**config.mk**
```make
export PLATFORM = sky130hd
export DESIGN_NAME = mem_port_arbiter_flat
export DESIGN_NICKNAME = d
export VERILOG_FILES = /design/src/rtl/mem_pkg.sv /design/src/rtl/mem_port_arbiter_if.sv /design/src/rtl/rr_pick2.sv /design/src/rtl/mem_port_arbiter.sv /design/src/flat_wrapper.sv
export SDC_FILE = /design/constraint.sdc
export NUM_CORES = 1
export LEC_CHECK = 0
export ABC_AREA = 1
export BUFFER_PORTS_ARGS = -buffer_cell sky130_fd_sc_hd__buf_2
export CAP_MARGIN = 20
export CORE_MARGIN = 10
export CORE_UTILIZATION = 40
export DETAILED_ROUTE_END_ITERATION = 6
export GPL_TIMING_DRIVEN = 0
export PLACE_DENSITY = 0.74
export SYNTH_ARGS = -nofsm -noshare
export SYNTH_HDL_FRONTEND = slang
export SYNTH_HIERARCHICAL = 1
export SYNTH_SLANG_ARGS = --single-unit
```
**constraint.sdc**
```tcl
create_clock -name clk -period 4.1 [get_ports clk]
set_input_delay 0.41 -clock clk [delete_from_list [all_inputs] [get_ports clk]]
set_output_delay 0.41 -clock clk [all_outputs]
set_load 0.01 [all_outputs]
```
**src/rtl/mem_pkg.sv**
```systemverilog
// Shared definitions for the data-memory port arbiter.
//   DEPTH_DEFAULT     : number of 32-bit words in the data memory
//   ADDR_SSD/ADDR_DHT : memory-mapped I/O word addresses used by the peripherals
//   state_t           : arbiter transaction states
//   M0/M1             : requester (owner) identifiers
//   addr_in_range()   : address range check against a given depth
package mem_pkg;

    localparam int unsigned DEPTH_DEFAULT = 32'd1024;

    localparam logic [31:0] ADDR_SSD = 32'd1000;
    localparam logic [31:0] ADDR_DHT = 32'd1001;

    typedef enum logic [1:0] {
        IDLE   = 2'd0,
        ACCESS = 2'd1,
        DONE   = 2'd2
    } state_t;

    localparam logic M0 = 1'b0;
    localparam logic M1 = 1'b1;

    function automatic logic addr_in_range(input logic [31:0] addr, input int unsigned depth);
        return (addr < depth);
    endfunction

endpackage

```
**src/rtl/mem_port_arbiter_if.sv**
```systemverilog
// One requester port of the memory arbiter.
//   req/we/addr/wdata : request from the requester, req held until ack
//   ack/err/rdata     : one-cycle completion pulse, range error, registered read data
// master = requester side, slave = arbiter side.
interface mem_port_arbiter_if #(
    parameter int unsigned DATA_W = 32
);
    logic              req;
    logic              we;
    logic [31:0]       addr;
    logic [DATA_W-1:0] wdata;
    logic              ack;
    logic              err;
    logic [DATA_W-1:0] rdata;

    modport master (output req, we, addr, wdata, input ack, err, rdata);
    modport slave  (input req, we, addr, wdata, output ack, err, rdata);
endinterface

```
**src/rtl/rr_pick2.sv**
```systemverilog
// Combinational two-way request picker.
//   req0_i/req1_i : requests
//   last_i        : owner of the previous transaction
//   rr_i          : 1 = round-robin on a tie, 0 = requester 0 always wins a tie
//   any_o         : at least one request is pending
//   winner_o      : selected requester (only meaningful while any_o is high)
module rr_pick2 (
    input  logic req0_i,
    input  logic req1_i,
    input  logic last_i,
    input  logic rr_i,
    output logic any_o,
    output logic winner_o
);

    // Pick a winner; a tie under round-robin goes to whoever did not own the last transaction
    always_comb begin
        any_o    = req0_i | req1_i;
        winner_o = 1'b0;
        if (req0_i && req1_i) begin
            if (rr_i) begin
                winner_o = ~last_i;
            end else begin
                winner_o = 1'b0;
            end
        end else begin
            winner_o = req1_i;
        end
    end

endmodule

```
**src/rtl/mem_port_arbiter.sv**
```systemverilog
// Shares the data memory's write port and read port between two requesters.
// Each transaction is IDLE (latch request) -> ACCESS (drive memory) -> DONE (ack).
//   clk, rst          : clock, asynchronous active-high reset
//   m0, m1            : requester ports (req/we/addr/wdata in, ack/err/rdata out)
//   mem_write_enable  : memory write strobe, high only during ACCESS
//   mem_addr          : memory read/write address (last latched address)
//   mem_write_data    : memory write data
//   mem_read_data     : combinational memory read data for mem_addr
//   busy              : a transaction is in flight
//   grant             : owner of the current or last transaction
module mem_port_arbiter
    import mem_pkg::*;
#(
    parameter int unsigned DEPTH  = DEPTH_DEFAULT,
    parameter int unsigned DATA_W = 32,
    parameter bit          RR     = 1'b1
) (
    input  logic              clk,
    input  logic              rst,
    mem_port_arbiter_if.slave m0,
    mem_port_arbiter_if.slave m1,
    output logic              mem_write_enable,
    output logic [31:0]       mem_addr,
    output logic [DATA_W-1:0] mem_write_data,
    input  logic [DATA_W-1:0] mem_read_data,
    output logic              busy,
    output logic              grant
);

    state_t              state_q, state_d;
    logic                owner_q, owner_d;
    logic                last_q, last_d;
    logic                we_q, we_d;
    logic                range_ok_q, range_ok_d;
    logic [31:0]         addr_q, addr_d;
    logic [DATA_W-1:0]   wdata_q, wdata_d;
    logic [DATA_W-1:0]   rdata0_q, rdata0_d;
    logic [DATA_W-1:0]   rdata1_q, rdata1_d;
    logic                ack0_q, ack0_d, ack1_q, ack1_d;
    logic                err0_q, err0_d, err1_q, err1_d;
    logic                mem_we_q, mem_we_d;

    logic                pick_any, pick_winner;
    logic                sel_we;
    logic [31:0]         sel_addr;
    logic [DATA_W-1:0]   sel_wdata;
    logic [DATA_W-1:0]   rd_val;

    rr_pick2 u_pick (
        .req0_i   (m0.req),
        .req1_i   (m1.req),
        .last_i   (last_q),
        .rr_i     (RR),
        .any_o    (pick_any),
        .winner_o (pick_winner)
    );

    // Steer the winning requester's fields toward the request latch
    always_comb begin
        if (pick_winner == M1) begin
            sel_we    = m1.we;
            sel_addr  = m1.addr;
            sel_wdata = m1.wdata;
        end else begin
            sel_we    = m0.we;
            sel_addr  = m0.addr;
            sel_wdata = m0.wdata;
        end
    end

    // Out-of-range reads return zero instead of whatever the memory drives
    assign rd_val = range_ok_q ? mem_read_data : {DATA_W{1'b0}};

    // Transaction sequencing and datapath next-state
    always_comb begin
        state_d    = state_q;
        owner_d    = owner_q;
        last_d     = last_q;
        we_d       = we_q;
        range_ok_d = range_ok_q;
        addr_d     = addr_q;
        wdata_d    = wdata_q;
        rdata0_d   = rdata0_q;
        rdata1_d   = rdata1_q;
        ack0_d     = 1'b0;
        ack1_d     = 1'b0;
        err0_d     = 1'b0;
        err1_d     = 1'b0;
        mem_we_d   = 1'b0;
        case (state_q)
            IDLE: begin
                if (pick_any) begin
                    owner_d    = pick_winner;
                    we_d       = sel_we;
                    addr_d     = sel_addr;
                    wdata_d    = sel_wdata;
                    range_ok_d = addr_in_range(sel_addr, DEPTH);
                    // Strobe is registered so it is high exactly for the ACCESS cycle
                    mem_we_d   = sel_we & range_ok_d;
                    state_d    = ACCESS;
                end else begin
                    state_d    = IDLE;
                end
            end
            ACCESS: begin
                if (!we_q) begin
                    if (owner_q == M1) begin
                        rdata1_d = rd_val;
                    end else begin
                        rdata0_d = rd_val;
                    end
                end else begin
                    rdata0_d = rdata0_q;
                end
                // Ack/err are registered here so they appear during DONE
                ack0_d  = (owner_q == M0);
                ack1_d  = (owner_q == M1);
                err0_d  = (owner_q == M0) && !range_ok_q;
                err1_d  = (owner_q == M1) && !range_ok_q;
                state_d = DONE;
            end
            DONE: begin
                last_d  = owner_q;
                state_d = IDLE;
            end
            default: begin
                state_d = IDLE;
            end
        endcase
    end

    // State and datapath registers
    always_ff @(posedge clk or posedge rst) begin
        if (rst) begin
            state_q    <= IDLE;
            owner_q    <= M0;
            last_q     <= M1;
            we_q       <= 1'b0;
            range_ok_q <= 1'b0;
            addr_q     <= 32'd0;
            wdata_q    <= {DATA_W{1'b0}};
            rdata0_q   <= {DATA_W{1'b0}};
            rdata1_q   <= {DATA_W{1'b0}};
            ack0_q     <= 1'b0;
            ack1_q     <= 1'b0;
            err0_q     <= 1'b0;
            err1_q     <= 1'b0;
            mem_we_q   <= 1'b0;
        end else begin
            state_q    <= state_d;
            owner_q    <= owner_d;
            last_q     <= last_d;
            we_q       <= we_d;
            range_ok_q <= range_ok_d;
            addr_q     <= addr_d;
            wdata_q    <= wdata_d;
            rdata0_q   <= rdata0_d;
            rdata1_q   <= rdata1_d;
            ack0_q     <= ack0_d;
            ack1_q     <= ack1_d;
            err0_q     <= err0_d;
            err1_q     <= err1_d;
            mem_we_q   <= mem_we_d;
        end
    end

    assign m0.ack           = ack0_q;
    assign m0.err           = err0_q;
    assign m0.rdata         = rdata0_q;
    assign m1.ack           = ack1_q;
    assign m1.err           = err1_q;
    assign m1.rdata         = rdata1_q;
    assign mem_write_enable = mem_we_q;
    assign mem_addr         = addr_q;
    assign mem_write_data   = wdata_q;
    assign busy             = (state_q != IDLE);
    assign grant            = owner_q;

endmodule

```
**src/flat_wrapper.sv**
```systemverilog
// flat-port wrapper written by rule: the top's interface ports become plain ports
module mem_port_arbiter_flat import mem_pkg::*;
#(
    parameter int unsigned DEPTH  = DEPTH_DEFAULT,
    parameter int unsigned DATA_W = 32,
    parameter bit          RR     = 1'b1
)
  (clk, rst, mem_write_enable, mem_addr, mem_write_data, mem_read_data, busy, grant, m0_req, m0_we, m0_addr, m0_wdata, m0_ack, m0_err, m0_rdata, m1_req, m1_we, m1_addr, m1_wdata, m1_ack, m1_err, m1_rdata);
  mem_port_arbiter_if #(.DATA_W(DATA_W)) m0_i ();
  mem_port_arbiter_if #(.DATA_W(DATA_W)) m1_i ();
  input  logic clk;
  input  logic rst;
  output logic mem_write_enable;
  output logic [31:0] mem_addr;
  output logic [DATA_W-1:0] mem_write_data;
  input  logic [DATA_W-1:0] mem_read_data;
  output logic busy;
  output logic grant;
  input wire logic [$bits(m0_i.req)-1:0] m0_req;
  input wire logic [$bits(m0_i.we)-1:0] m0_we;
  input wire logic [$bits(m0_i.addr)-1:0] m0_addr;
  input wire logic [$bits(m0_i.wdata)-1:0] m0_wdata;
  output wire logic [$bits(m0_i.ack)-1:0] m0_ack;
  output wire logic [$bits(m0_i.err)-1:0] m0_err;
  output wire logic [$bits(m0_i.rdata)-1:0] m0_rdata;
  input wire logic [$bits(m1_i.req)-1:0] m1_req;
  input wire logic [$bits(m1_i.we)-1:0] m1_we;
  input wire logic [$bits(m1_i.addr)-1:0] m1_addr;
  input wire logic [$bits(m1_i.wdata)-1:0] m1_wdata;
  output wire logic [$bits(m1_i.ack)-1:0] m1_ack;
  output wire logic [$bits(m1_i.err)-1:0] m1_err;
  output wire logic [$bits(m1_i.rdata)-1:0] m1_rdata;
  assign m0_i.req = m0_req;
  assign m0_i.we = m0_we;
  assign m0_i.addr = m0_addr;
  assign m0_i.wdata = m0_wdata;
  assign m0_ack = m0_i.ack;
  assign m0_err = m0_i.err;
  assign m0_rdata = m0_i.rdata;
  assign m1_i.req = m1_req;
  assign m1_i.we = m1_we;
  assign m1_i.addr = m1_addr;
  assign m1_i.wdata = m1_wdata;
  assign m1_ack = m1_i.ack;
  assign m1_err = m1_i.err;
  assign m1_rdata = m1_i.rdata;
  mem_port_arbiter #(.DEPTH(DEPTH), .DATA_W(DATA_W), .RR(RR)) u_core (.clk(clk), .rst(rst), .m0(m0_i), .m1(m1_i), .mem_write_enable(mem_write_enable), .mem_addr(mem_addr), .mem_write_data(mem_write_data), .mem_read_data(mem_read_data), .busy(busy), .grant(grant));
endmodule
```
Word-level counts from Yosys, hierarchy flattened --
Cells that the tools add are included.
Word-level totals: flip-flop bits (word level) 139, output and inout bits 135
Cells by class: magnitude comparators 1, equal/unequal tests 2, mux-type cells 13, bitwise gates (word level) 5, reduce and logical (&&, ||, !) cells 9
Operators by type and width (count):
- 32-bit two-way mux | 3
- 32-bit by 11-bit < comparator with 1-bit output (second input constant) | 1
- 1-bit two-way mux | 9
- 3-bit AND reduction | 2
- 2-bit case mux with 2 select lines | 1
- 1-bit logical AND | 3
- 1-bit inverter | 3
- 2-bit by 1-bit equality test with 1-bit output (second input constant) | 1
- 2-bit equality test (second input constant) | 1
- 2-bit zero test | 1
- 2-bit AND reduction | 1
- 2-bit nonzero test | 1
- 1-bit AND | 1
- 1-bit zero test | 1
- 1-bit OR | 1

Depth between registers and ports, before layout --
depth after elaboration 7, mapped depth 14, gate-level depth less buffers 12

Cells and area by module --
Netlist, hierarchy kept.
Modules (own cells, without submodules):
- mem_port_arbiter | instances 1, cells each 676, area an instance 5918.2 µm², seq. area each 3479.6 µm²
- rr_pick2 | instances 1, cells each 8, area an instance 40.0 µm², seq. area each 0.0 µm²

Least setup slack after synthesis --
Ideal clock, no wire load.
path kind register -> register, from register u_core.last_q, to register u_core.mem_we_q, in the netlist u_core/mem_write_enable, arrival 1.433 ns, required time 4.028 ns, path slack 2.596 ns, stages on the path, launching flop included 13, buffers on the path 2, period minus slack after synthesis 1.504 ns, path through dfstp_2 nor2_4 nand2_1 nand2_1 buf_6 buf_4 nand2_1 nand2_1 nor2_1 nand2_1 nor2_1 nand3_1 nor2_1
Between the ends: cells in the longest elaborated chain, start to end 7
Ends and longest elaborated chain:
- from (decl) | line mem_port_arbiter.sv:32 | logic last_q, last_d;
- from (signal assigned) | line mem_port_arbiter.sv:152 | last_q <= last_d;
- 1-bit inverter (*) | line rr_pick2.sv:22 | winner_o = ~last_i;
- 1-bit two-way mux (*) | line rr_pick2.sv:20 | if (req0_i && req1_i) begin
- net u_core.pick_winner | line mem_port_arbiter.sv:43 | logic pick_any, pick_winner;
- 32-bit two-way mux | line mem_port_arbiter.sv:60 | if (pick_winner == M1) begin
- 32-bit by 11-bit < comparator with 1-bit output | line mem_pkg.sv:24 | return (addr < depth);
- 1-bit AND (*) | line mem_port_arbiter.sv:99 | mem_we_d = sel_we & range_ok_d;
- 1-bit two-way mux (*) | line mem_port_arbiter.sv:92 | if (pick_any) begin
- 1-bit two-way mux (*) | line mem_port_arbiter.sv:90 | case (state_q)
- net u_core.mem_we_d | line mem_port_arbiter.sv:41 | logic mem_we_q, mem_we_d;
- to (signal assigned) | line mem_port_arbiter.sv:163 | mem_we_q <= mem_we_d;
- to (decl) | line mem_port_arbiter.sv:41
The timed path passes the listed nets; every way through them passes the cells marked *. A chain may end at the register's enable or synchronous reset.

Worst setup path in the final report --
Ends and elaborated chain as after synthesis.

==> flow_summary.toml <==
[status]
status = "completed"

[setup_path]
crit_path_start = "u_core/last_q"
crit_family = "simple AND/OR/NAND/NOR gates"
critPathMaxFanout = 10
crit_top_cell = "nand2_1"
rr_endpoint = "u_core/mem_write_enable"
path_class = "reg -> reg"
crit_path_end = "u_core/mem_write_enable"
path_cells = "nor2_4 > nand2_1 > nand2_1 > buf_6 > inv_4 > buf_6 > nand2_1 > nand2_1 > nand3_1 > nor2_1 > nand3_1 > nor2_1"
max_stage_delay_ns = 0.56
crit_arrival_ns = 2.20
path_depth = 12
r2r_start = "u_core/last_q"
reg2reg_slack_ns = 2.24
r2r_cells = 12
start_kind = "register"
crit_path_end_kind = "register"
crit_buf_inv = 3
slowest_stage = "dfstp_2"
cp.required_ns = 4.45

[clock_tree]
clk_pin_slew_ns = 0.05
cts_tree = "yes"
cts_made_buffers = 17
hold_buffers = 0
clockBufferDepth = 2
cts_sinks = 139
root_buffer = "clkbuf_16"
cts_resized = 0
cts_htree_levels = 4
post-cts-setup-buffer-count = 0
insertion_delay_ns = 0.42

[logic_synthesis]
ys_ff_latch = 139
synth_cells = 684
ys_seq_area_share_pct = 58.4
yosysTopAreaCell = "dfrtp_1"
syn_avg_cell_area_um2 = 8.71
yosysUniqueCellTypes = 23
synth_top_cell_area_share_pct = 58.0
yosys-top-cells-area = "dfrtp_1 (58%), nand2_1 (16%), a31oi_1 (6.4%)"
syn_nets = 850
syn-cell-area_um2 = 5960
yosysWarnings = 6

[timing]
maxSlewViolCount = 0
worst_slew_pin_slew_ns = 0.866
rsz0062_at_grt = "false"
tns_ns = 0
fin_crit_sh_pct = 45.3
final.min_clock_period_ns = 1.86
fmax_ghz = 0.539
setup_viol = 0
timing.final.ws_setup_ns = 2.24
hold_violations = 0
maxSlewHeadroom_pct = 42.2
skew_ns = 0.00904

[routing]
firstDrtPassIters = 5
routed_via_density = 4.94
drc = 0
drt_first_iter_violations = 315
drtAntennaViolNets = 0
wire_per_inst_um = 18.4
vias = 5934
wirelength_mm = 22.1

[floorplan]
num_rows = 44
initial_core_util_pct = 40.8
die_h_um = 142
boundaryPins = 301
die_w_um = 142
core_area_um2 = 14600
die_area_um2 = 20200

[global_route]
grt_max_degree = 42
antenna_found_initial = 1
grt_pass1_vias = 5987
grt_use_total_pct = 21.0
grt.overflow.total = 0
grt_pass1_wl_mm = 33.2

[final_layout]
stdcell_count = 1201
final_nets = 1172
areaGrowthSynthToFinish_pct = 39.9
layout_commonest_cell = "buf_2"
mostFrequentLayoutCells = "buf_2 (325), nand2_1 (253), dfrtp_1 (138)"
drive_gt1_share_pct = 38.3
utilization_pct = 57.1

[place]
place_congestion = 0.896
place_inst = 1171
io_buffer_count = 300
pre_cts_ws_ns = 2.22
hpwl_mm = 17.2

[pwr]
power_density_nw_per_um2 = 703
p_comb_share_pct = 37.5
power.total_uw = 5860
ir_worst_vdd_mv = 0.301
clockPowerShare_pct = 26.1
p_leak_uw = 0.00437
p_sw_share_pct = 37.4
power_switching_uw = 2190
internal-power_uw = 3670
seqPwrFrac_pct = 36.4

[flow_run]
max_cap_viol_count = 0

[worst_hold_path]
hold_class = "in -> async"
state kept, by name, summed over array words and instances, names as in the netlist:
register                 flops
u_core/m1.rdata             32
u_core/m0.ack                1
u_core/we_q                  1
u_core/mem_write_data       32
u_core/last_q                1
u_core/m0.rdata             32
u_core/grant                 1
u_core/range_ok_q            1
u_core/m1.err                1
u_core/m0.err                1
u_core/state_q               2
u_core/mem_write_enable      1
u_core/mem_addr             32
u_core/m1.ack                1
synth_stat cells:
library cell    n
nor2_4          4
buf_6           9
nand2_4         2
buf_2          25
nand2_2         9
or2_1           1
buf_4           3
inv_2           2
a31oi_1        61
nor2_2          1
nor3_1          2
dfstp_2         1
o21ai_1        55
inv_4           1
nor2_1         76
a21oi_1         1
dfrtp_1       138
o21ai_0        16
nand3_1         2
conb_1          1
inv_1          14
nand2_1       253
clkbuf_1        7
kinds of logic (layout without fill, tap and decap cells):
group | count (synthesis) | count (layout) | share of synthesized area, %
simple gates | 350 | 350 | 23.4
flops | 139 | 139 | 58.4
compound gates | 133 | 133 | 12.5
buf+inv | 61 | 393 | 5.73
other cells | 1 | 2 | 0.0629
layout make-up:
class	count	area, um2
well taps	184	230
fillers	1373	6250
diodes	1	2.50
repair buffers	303	1560
inverters	17	70.1
flip-flops and latches	139	3480
multi-input cells	484	2140
clock buffers	20	457
clock inverters	9	123
plain buffers	44	275
per-stage QoR:
stage / hold WS (ns) / instance area, um2
6_report: 0.160 / 8340
3_3_place_gp: 0.463 / 7690
5_1_grt: 0.212 / 8330
3_5_place_dp: 0.473 / 7750
2_1_floorplan: 0.465 / 5960
4_1_cts: 0.177 / 8330
routing by layer:
metal	track usage, %	vias up	wire length [um]
met2	34.9	280	10700
li1	-	2886	-
met3	8.78	28	2360
met5	0	-	13
met1	23.6	2738	8450
met4	7.85	2	497
worst register-to-register path, stage by stage, from the launching register on:
cell and delay [ns]:
dfstp_2 0.56, nor2_4 0.04, nand2_1 0.04, nand2_1 0.06
buf_6 0.13, inv_4 0.12, buf_6 0.17, nand2_1 0.06
nand2_1 0.10, nand3_1 0.10, nor2_1 0.11, nand3_1 0.16
nor2_1 0.12
worst min-delay path by stage:
stage | startpoint | end | cells after the start
after global placement | u_core/mem_addr[15] | u_core/mem_addr[15] | 2
final | rst | u_core/mem_addr[11] | 2
after floorplan | u_core/state_q[1] | u_core/last_q | 1
after global routing | rst | u_core/mem_addr[11] | 2
after detailed placement | u_core/m0.rdata[26] | u_core/m0.rdata[26] | 2
after CTS | rst | u_core/mem_addr[11] | 2
power by group through the flow:
| stage | clock (uW) | sequential, uW | combinational, uW |
|---|---|---|---|
| CTS | 1560 | 2140 | 2230 |
| finish | 1530 | 2130 | 2200 |
| floorplan | 0 | 2360 | 986 |
| global route | 1620 | 2190 | 2400 |
| detailed placement | 0 | 2150 | 2220 |
| global placement | 0 | 2130 | 2190 |
Note: power is estimated with default switching activity, not from simulation.
